## config.mk

```make
export PLATFORM = sky130hd
export DESIGN_NAME = lpf_mc
export DESIGN_NICKNAME = d
export VERILOG_FILES = /design/src/rtl/lpf_mc.sv
export SDC_FILE = /design/constraint.sdc
export NUM_CORES = 1
export LEC_CHECK = 0
export ABC_AREA = 1
export BUFFER_PORTS_ARGS = -buffer_cell sky130_fd_sc_hd__buf_4
export CAP_MARGIN = 10
export CORE_MARGIN = 5
export CORE_UTILIZATION = 58
export DETAILED_ROUTE_END_ITERATION = 10
export PLACE_DENSITY = 0.85
export SLEW_MARGIN = 20
export SYNTH_ARGS = -nofsm -noshare
export SYNTH_HDL_FRONTEND = slang
export SYNTH_SLANG_ARGS = --single-unit
```

## constraint.sdc

```tcl
create_clock -name clk_i -period 10.3 [get_ports clk_i]
set_clock_uncertainty 0.1 [all_clocks]
set_input_delay 2.06 -clock clk_i [delete_from_list [all_inputs] [get_ports clk_i]]
set_output_delay 2.06 -clock clk_i [all_outputs]
set_load 0.02 [all_outputs]
```

## src/rtl/lpf_mc.sv

```systemverilog
// lpf_mc -- time-multiplexed bank of cascaded one-pole IIR low-pass filters.
//
// One shared shift/add datapath serves CHANNELS independent filters. Each
// filter is ORDER identical one-pole sections in cascade. Each accepted
// sample is processed one section per cycle:
//   hp    = x - s                    (S+1 bits, signed)
//   s_new = s + (hp >>> shr)         (truncated to S = DATA_W+FRAC_W bits)
// The state word carries FRAC_W guard bits below the data LSb.
//
// Ports:
//   clk_i        clock
//   rst_i        asynchronous reset, active high
//   clr_i        synchronous clear of all filter state and the sequencer
//   shr_i        cutoff shift, sampled on accept
//   in_valid_i   input sample valid
//   in_ready_o   block can accept a sample (low while busy or clearing)
//   in_ch_i      channel of the input sample
//   in_data_i    input sample
//   out_valid_o  one-cycle result strobe
//   out_ch_o     channel of the result (held between strobes)
//   out_data_o   filtered result (held between strobes)
module lpf_mc #(
  parameter int DATA_W   = 16,
  parameter int CHANNELS = 4,
  parameter int ORDER    = 2,
  parameter int FRAC_W   = 8,
  parameter int SHR_W    = 4,
  parameter int SIGNED   = 0,
  localparam int CH_W    = (CHANNELS > 1) ? $clog2(CHANNELS) : 1
) (
  input  logic              clk_i,
  input  logic              rst_i,
  input  logic              clr_i,
  input  logic [SHR_W-1:0]  shr_i,
  input  logic              in_valid_i,
  output logic              in_ready_o,
  input  logic [CH_W-1:0]   in_ch_i,
  input  logic [DATA_W-1:0] in_data_i,
  output logic              out_valid_o,
  output logic [CH_W-1:0]   out_ch_o,
  output logic [DATA_W-1:0] out_data_o
);

  localparam int S   = DATA_W + FRAC_W;
  localparam int K_W = (ORDER > 1) ? $clog2(ORDER) : 1;

  typedef enum logic [1:0] {IDLE, RUN, DONE} state_t;

  state_t              state_reg, state_next;
  logic [CH_W-1:0]     ch_reg;
  logic [DATA_W-1:0]   data_reg;
  logic [SHR_W-1:0]    shr_reg;
  logic [K_W-1:0]      k_reg;
  logic [S-1:0]        s_reg [CHANNELS][ORDER];
  logic [DATA_W-1:0]   out_data_reg;
  logic [CH_W-1:0]     out_ch_reg;

  logic                accept;
  logic                ch_ok;
  logic                last_stage;
  logic [S-1:0]        cur_s;
  logic [S-1:0]        prev_s;
  logic [S-1:0]        x_val;
  logic [S-1:0]        s_new;
  logic                x_msb;
  logic                s_msb;
  logic signed [S:0]   x_ext;
  logic signed [S:0]   s_ext;
  logic signed [S:0]   hp;
  logic signed [S:0]   hp_sh;

  // One extra bit so the comparison still means something when CHANNELS is
  // a power of two (then every index is in range).
  assign ch_ok      = {1'b0, in_ch_i} < (CH_W+1)'(CHANNELS);
  assign in_ready_o = (state_reg == IDLE) && !clr_i;
  assign accept     = in_valid_i && in_ready_o;
  assign last_stage = (int'(k_reg) == ORDER - 1);

  // Section datapath: select the current state word and the section input.
  // Section k>0 takes the state just written by section k-1 for this same
  // sample, which is already in s_reg one cycle later.
  always_comb begin
    cur_s  = '0;
    prev_s = '0;
    x_val  = '0;
    x_msb  = 1'b0;
    s_msb  = 1'b0;
    x_ext  = '0;
    s_ext  = '0;
    hp     = '0;
    hp_sh  = '0;
    s_new  = '0;
    for (int c = 0; c < CHANNELS; c++) begin
      for (int j = 0; j < ORDER; j++) begin
        if (int'(ch_reg) == c && int'(k_reg) == j)     cur_s  = s_reg[c][j];
        if (int'(ch_reg) == c && int'(k_reg) == j + 1) prev_s = s_reg[c][j];
      end
    end
    x_val = (k_reg == '0) ? (S'(data_reg) << FRAC_W) : prev_s;
    x_msb = (SIGNED != 0) ? x_val[S-1] : 1'b0;
    s_msb = (SIGNED != 0) ? cur_s[S-1] : 1'b0;
    x_ext = {x_msb, x_val};
    s_ext = {s_msb, cur_s};
    hp    = x_ext - s_ext;
    // Arithmetic shift floors toward -inf, so the state lands between s and x
    // and never needs saturation.
    hp_sh = hp >>> shr_reg;
    s_new = S'(s_ext + hp_sh);
  end

  always_comb begin
    state_next = state_reg;
    unique case (state_reg)
      IDLE: if (accept && ch_ok) state_next = RUN;
      RUN: begin
        if (clr_i)           state_next = IDLE;
        else if (last_stage) state_next = DONE;
      end
      DONE:    state_next = IDLE;
      default: state_next = IDLE;
    endcase
  end

  always_ff @(posedge clk_i or posedge rst_i) begin
    if (rst_i) state_reg <= IDLE;
    else       state_reg <= state_next;
  end

  always_ff @(posedge clk_i or posedge rst_i) begin
    if (rst_i) begin
      ch_reg   <= '0;
      data_reg <= '0;
      shr_reg  <= '0;
      k_reg    <= '0;
    end else if (accept) begin
      ch_reg   <= in_ch_i;
      data_reg <= in_data_i;
      shr_reg  <= shr_i;
      k_reg    <= '0;
    end else if (state_reg == RUN) begin
      k_reg    <= k_reg + K_W'(1);
    end
  end

  always_ff @(posedge clk_i or posedge rst_i) begin
    if (rst_i) begin
      for (int c = 0; c < CHANNELS; c++)
        for (int j = 0; j < ORDER; j++)
          s_reg[c][j] <= '0;
    end else if (clr_i) begin
      for (int c = 0; c < CHANNELS; c++)
        for (int j = 0; j < ORDER; j++)
          s_reg[c][j] <= '0;
    end else if (state_reg == RUN) begin
      for (int c = 0; c < CHANNELS; c++)
        for (int j = 0; j < ORDER; j++)
          if (int'(ch_reg) == c && int'(k_reg) == j) s_reg[c][j] <= s_new;
    end
  end

  // Result registers load only on a completed last section, so they hold
  // their value across aborted samples and idle periods.
  always_ff @(posedge clk_i or posedge rst_i) begin
    if (rst_i) begin
      out_data_reg <= '0;
      out_ch_reg   <= '0;
    end else if (state_reg == RUN && last_stage && !clr_i) begin
      out_data_reg <= s_new[S-1:FRAC_W];
      out_ch_reg   <= ch_reg;
    end
  end

  // By DONE the result is fully committed, so the strobe is not withdrawn by
  // a clear arriving in that cycle.
  assign out_valid_o = (state_reg == DONE);
  assign out_data_o  = out_data_reg;
  assign out_ch_o    = out_ch_reg;

endmodule

```

==> parameters.txt <==
Parameter                              Value

Run status
  Run status ... finished clean

Synth
  Cells taking the most area after synthesis ... sky130_fd_sc_hd__dfrtp_1 42%, sky130_fd_sc_hd__nand2_1 14%, sky130_fd_sc_hd__o21ai_0 8.7%
  Syn Area/Cell ... 7.507 µm²
  Sequential fraction of the synthesis area ... 41.89%
  Number of synthesized register bits ... 235
  Leading area contributor after synthesis ... sky130_fd_sc_hd__dfrtp_1
  Post-Synthesis Cells ... 1870
  Count of distinct cell types in the synthesized netlist ... 51
  Fraction of post-synthesis cell area in the top cell type by area ... 41.89%
  Syn nets ... 1945
  Number of enable flip-flop cells after synthesis ... 0
  Dominant synthesized flop cell ... sky130_fd_sc_hd__dfrtp_1
  Warnings from Yosys ... 0
  Share of flip-flops with an asynchronous set or reset ... 100.0%
  Cell area after technology mapping ... 0.01404 mm²

Final layout
  Number of inserted diodes ... 0
  Most common library cell in the layout ignoring fill and taps ... sky130_fd_sc_hd__nand2_1
  Number of standard cells in the final layout excluding fillers ... 2219
  Leading cell types in the layout, fill and taps excluded ... 526 x sky130_fd_sc_hd__nand2_1, 240 x sky130_fd_sc_hd__o21ai_0, 235 x sky130_fd_sc_hd__dfrtp_1
  Fraction of final layout cells with drive strength greater than 1 ... 9.288%
  Synthesis-to-finish area growth ... 10.74%
  Post-layout net count ... 1951
  Flip-flop count of the largest register, all copies and words added ... 192

CTS
  Root Buffer ... sky130_fd_sc_hd__clkbuf_16
  TritonCTS clock tree ... yes
  Clock input transition at the sequential cells of the worst setup and hold paths ... 0.06 ns
  Post-CTS Setup Inserts ... 0
  Maximum level of the CTS H-tree ... 1
  Count of cells resized by post-cts repair ... 0
  Number of hold-repair buffers added at the cts stage ... 0
  Num CTS Buffers ... 26
  Later-pin clock latency in the skew report ... 0.55 ns
  Clk sinks ... 235
  Clock buffer depth ... 3

Floorplan
  Top-level port count ... 46
  Die H ... 165.6 µm
  Starting Density ... 58.23%
  Total die area ... 0.02741 mm²
  Core footprint ... 0.02411 mm²
  Cell Rows ... 57
  DIE WIDTH ... 165.6 µm

GRT
  Wire length of the first global-routing pass ... 74110 µm
  Initial antenna violation count ... 1
  Global router's overall resource usage ... 34.91%
  Congestion Overflow GR ... 0
  Via count of the first global-routing pass ... 13200
  Largest net degree at the start of global routing ... 94

Critical path
  Capture instance of the worst register-to-register path ... s_reg[163]
  Minimum setup slack among reg-to-reg paths ... 2.50 ns
  Startpoint Class ... flop
  Kind of critical path ... flop to flop
  Required time worst endpoint ... 10.64 ns
  Element type at the critical path end ... flop
  Worst path max stage delay ... 0.92 ns
  Master of the slowest instance on the critical path ... sky130_fd_sc_hd__a221oi_1
  R2r worst-path depth ... 30
  Timing startpoint of the critical path ... ch_reg[1]
  Maximum fanout count along the critical path ... 26
  Crit path DAT ... 8.15 ns
  Launch point of the worst reg-to-reg path ... ch_reg[1]
  Worst Setup EP ... s_reg[163]
  Most common cell type on the critical path ... sky130_fd_sc_hd__nand2_1

Timing
  Max-Slew Margin vs Limit ... 24.32%
  RSZ-0062 raised after global routing ... false
  Peak Freq ... 0.1281 GHz
  Min Tclk post-route ... 7.804 ns
  Slew at the pin with the worst max-slew slack ... 1.134 ns
  Post-layout worst setup margin ... 2.496 ns
  Final setup fails ... 0
  Period utilisation layout ... 75.77%
  Pins Over Slew Limit ... 0
  Post-route setup TNS ... 0 ns
  Hold Violations, Final ... 0

Place
  Count of input and output buffers ... 45
  Count of placed standard cells including taps ... 2172
  Post-Place Setup Slack ... 2.904 ns
  Detailed placement HPWL ... 33870 µm
  Weighted congestion reported at the end of routability-driven placement ... 0.9901

Detailed routing
  DRC Markers ... 0
  Routed WL per cell ... 21.34 µm
  Count of vias placed by the detailed router ... 13900
  Routed WL ... 47360 µm
  First-pass iteration count of the detailed router ... 9
  Remaining number of nets flagged by the antenna check after routing ... 0
  1st-iter DRT viols ... 1898
  Vias per Instance ... 6.265

Run
  Number of max-cap violations ... 0

Hold path
  Hold/Removal Path Class ... flop to flop
[routing by layer]
| metal | up-vias | share of wire [%] | GRT usage [%] |
|---|---|---|---|
| met5 | - | 0.027 | 0 |
| met1 | 6487 | 40 | 47.41 |
| li1 | 6304 | - | - |
| met2 | 889 | 43 | 52.13 |
| met4 | 2 | 5.9 | 17.74 |
| met3 | 219 | 12 | 8.712 |
[metrics by stage]
step | hold WS [ns] | cell area, µm² | util, %
3_3_place_gp | 0.3612 | 14630 | 60.69
3_5_place_dp | 0.3667 | 14630 | 60.69
4_1_cts | 0.3834 | 15540 | 64.49
2_1_floorplan | 0.3457 | 14040 | -
6_report | 0.3794 | 15540 | 64.49
5_1_grt | 0.3998 | 15540 | 64.49
[synthesized netlist by cell type, types with 8 or more instances]
master and count:
sky130_fd_sc_hd__a21oi_1 73, sky130_fd_sc_hd__a221oi_1 24, sky130_fd_sc_hd__a22oi_1 27, sky130_fd_sc_hd__buf_1 8, sky130_fd_sc_hd__buf_2 13, sky130_fd_sc_hd__clkbuf_1 65
sky130_fd_sc_hd__dfrtp_1 235, sky130_fd_sc_hd__ha_1 47, sky130_fd_sc_hd__inv_1 177, sky130_fd_sc_hd__inv_2 11, sky130_fd_sc_hd__nand2_1 526, sky130_fd_sc_hd__nand2_2 8
sky130_fd_sc_hd__nand3_1 129, sky130_fd_sc_hd__nor2_1 76, sky130_fd_sc_hd__o21ai_0 243, sky130_fd_sc_hd__o21ai_1 18, sky130_fd_sc_hd__o221ai_1 27, sky130_fd_sc_hd__o22ai_1 31
sky130_fd_sc_hd__or2_2 9, sky130_fd_sc_hd__xnor2_1 8, sky130_fd_sc_hd__xor2_1 18
[area by class of cell]
type / instances / area, µm²
Multi-Input combinational cell: 1354 / 7121
Timing Repair Buffer: 65 / 488.0
Fill cell: 2129 / 8561
Sequential cell: 235 / 5881
Clock inverter: 15 / 211.5
Tap cell: 324 / 405.4
Clock buffer: 32 / 703.2
Inverter: 194 / 735.7
[cell families (layout without fill, tap and decap cells)]
logic type	Yosys count	after routing	synth area share, %
XOR/XNOR	28	28	1.854
flip-flops	235	235	41.89
buffers and inverters	281	306	7.657
AO/OA/AOI/OAI	489	489	20.64
adder cells (fa/ha/maj)	49	49	4.475
multiplexers	2	2	0.1426
AND/OR/NAND/NOR	786	786	23.34
[worst max-delay path: cells and delay by family, from the launching register on]
| family | cells | cell delay, ns |
|---|---|---|
| buf+inv | 2 | 0.66 |
| fa+ha+maj | 2 | 0.82 |
| flops | 1 | 0.46 |
| compound gates | 8 | 2.56 |
| simple gates | 17 | 2.80 |
| xor+xnor | 1 | 0.30 |
[how the worst min path moves through the flow]
stage          cells past startpoint  slack, ns     startpoint             to
6_report                           2       0.38  out_data_o[3]  out_data_o[3]
3_3_place_gp                       2       0.36       s_reg[3]       s_reg[3]
3_5_place_dp                       2       0.37     s_reg[119]     s_reg[119]
2_1_floorplan                      2       0.35       s_reg[3]       s_reg[3]
5_1_grt                            2       0.40  out_data_o[3]  out_data_o[3]
4_1_cts                            2       0.38      s_reg[48]      s_reg[48]
Power is not shown: default switching activity piles up to over one toggle a cycle in this logic, so the estimate is an artifact.
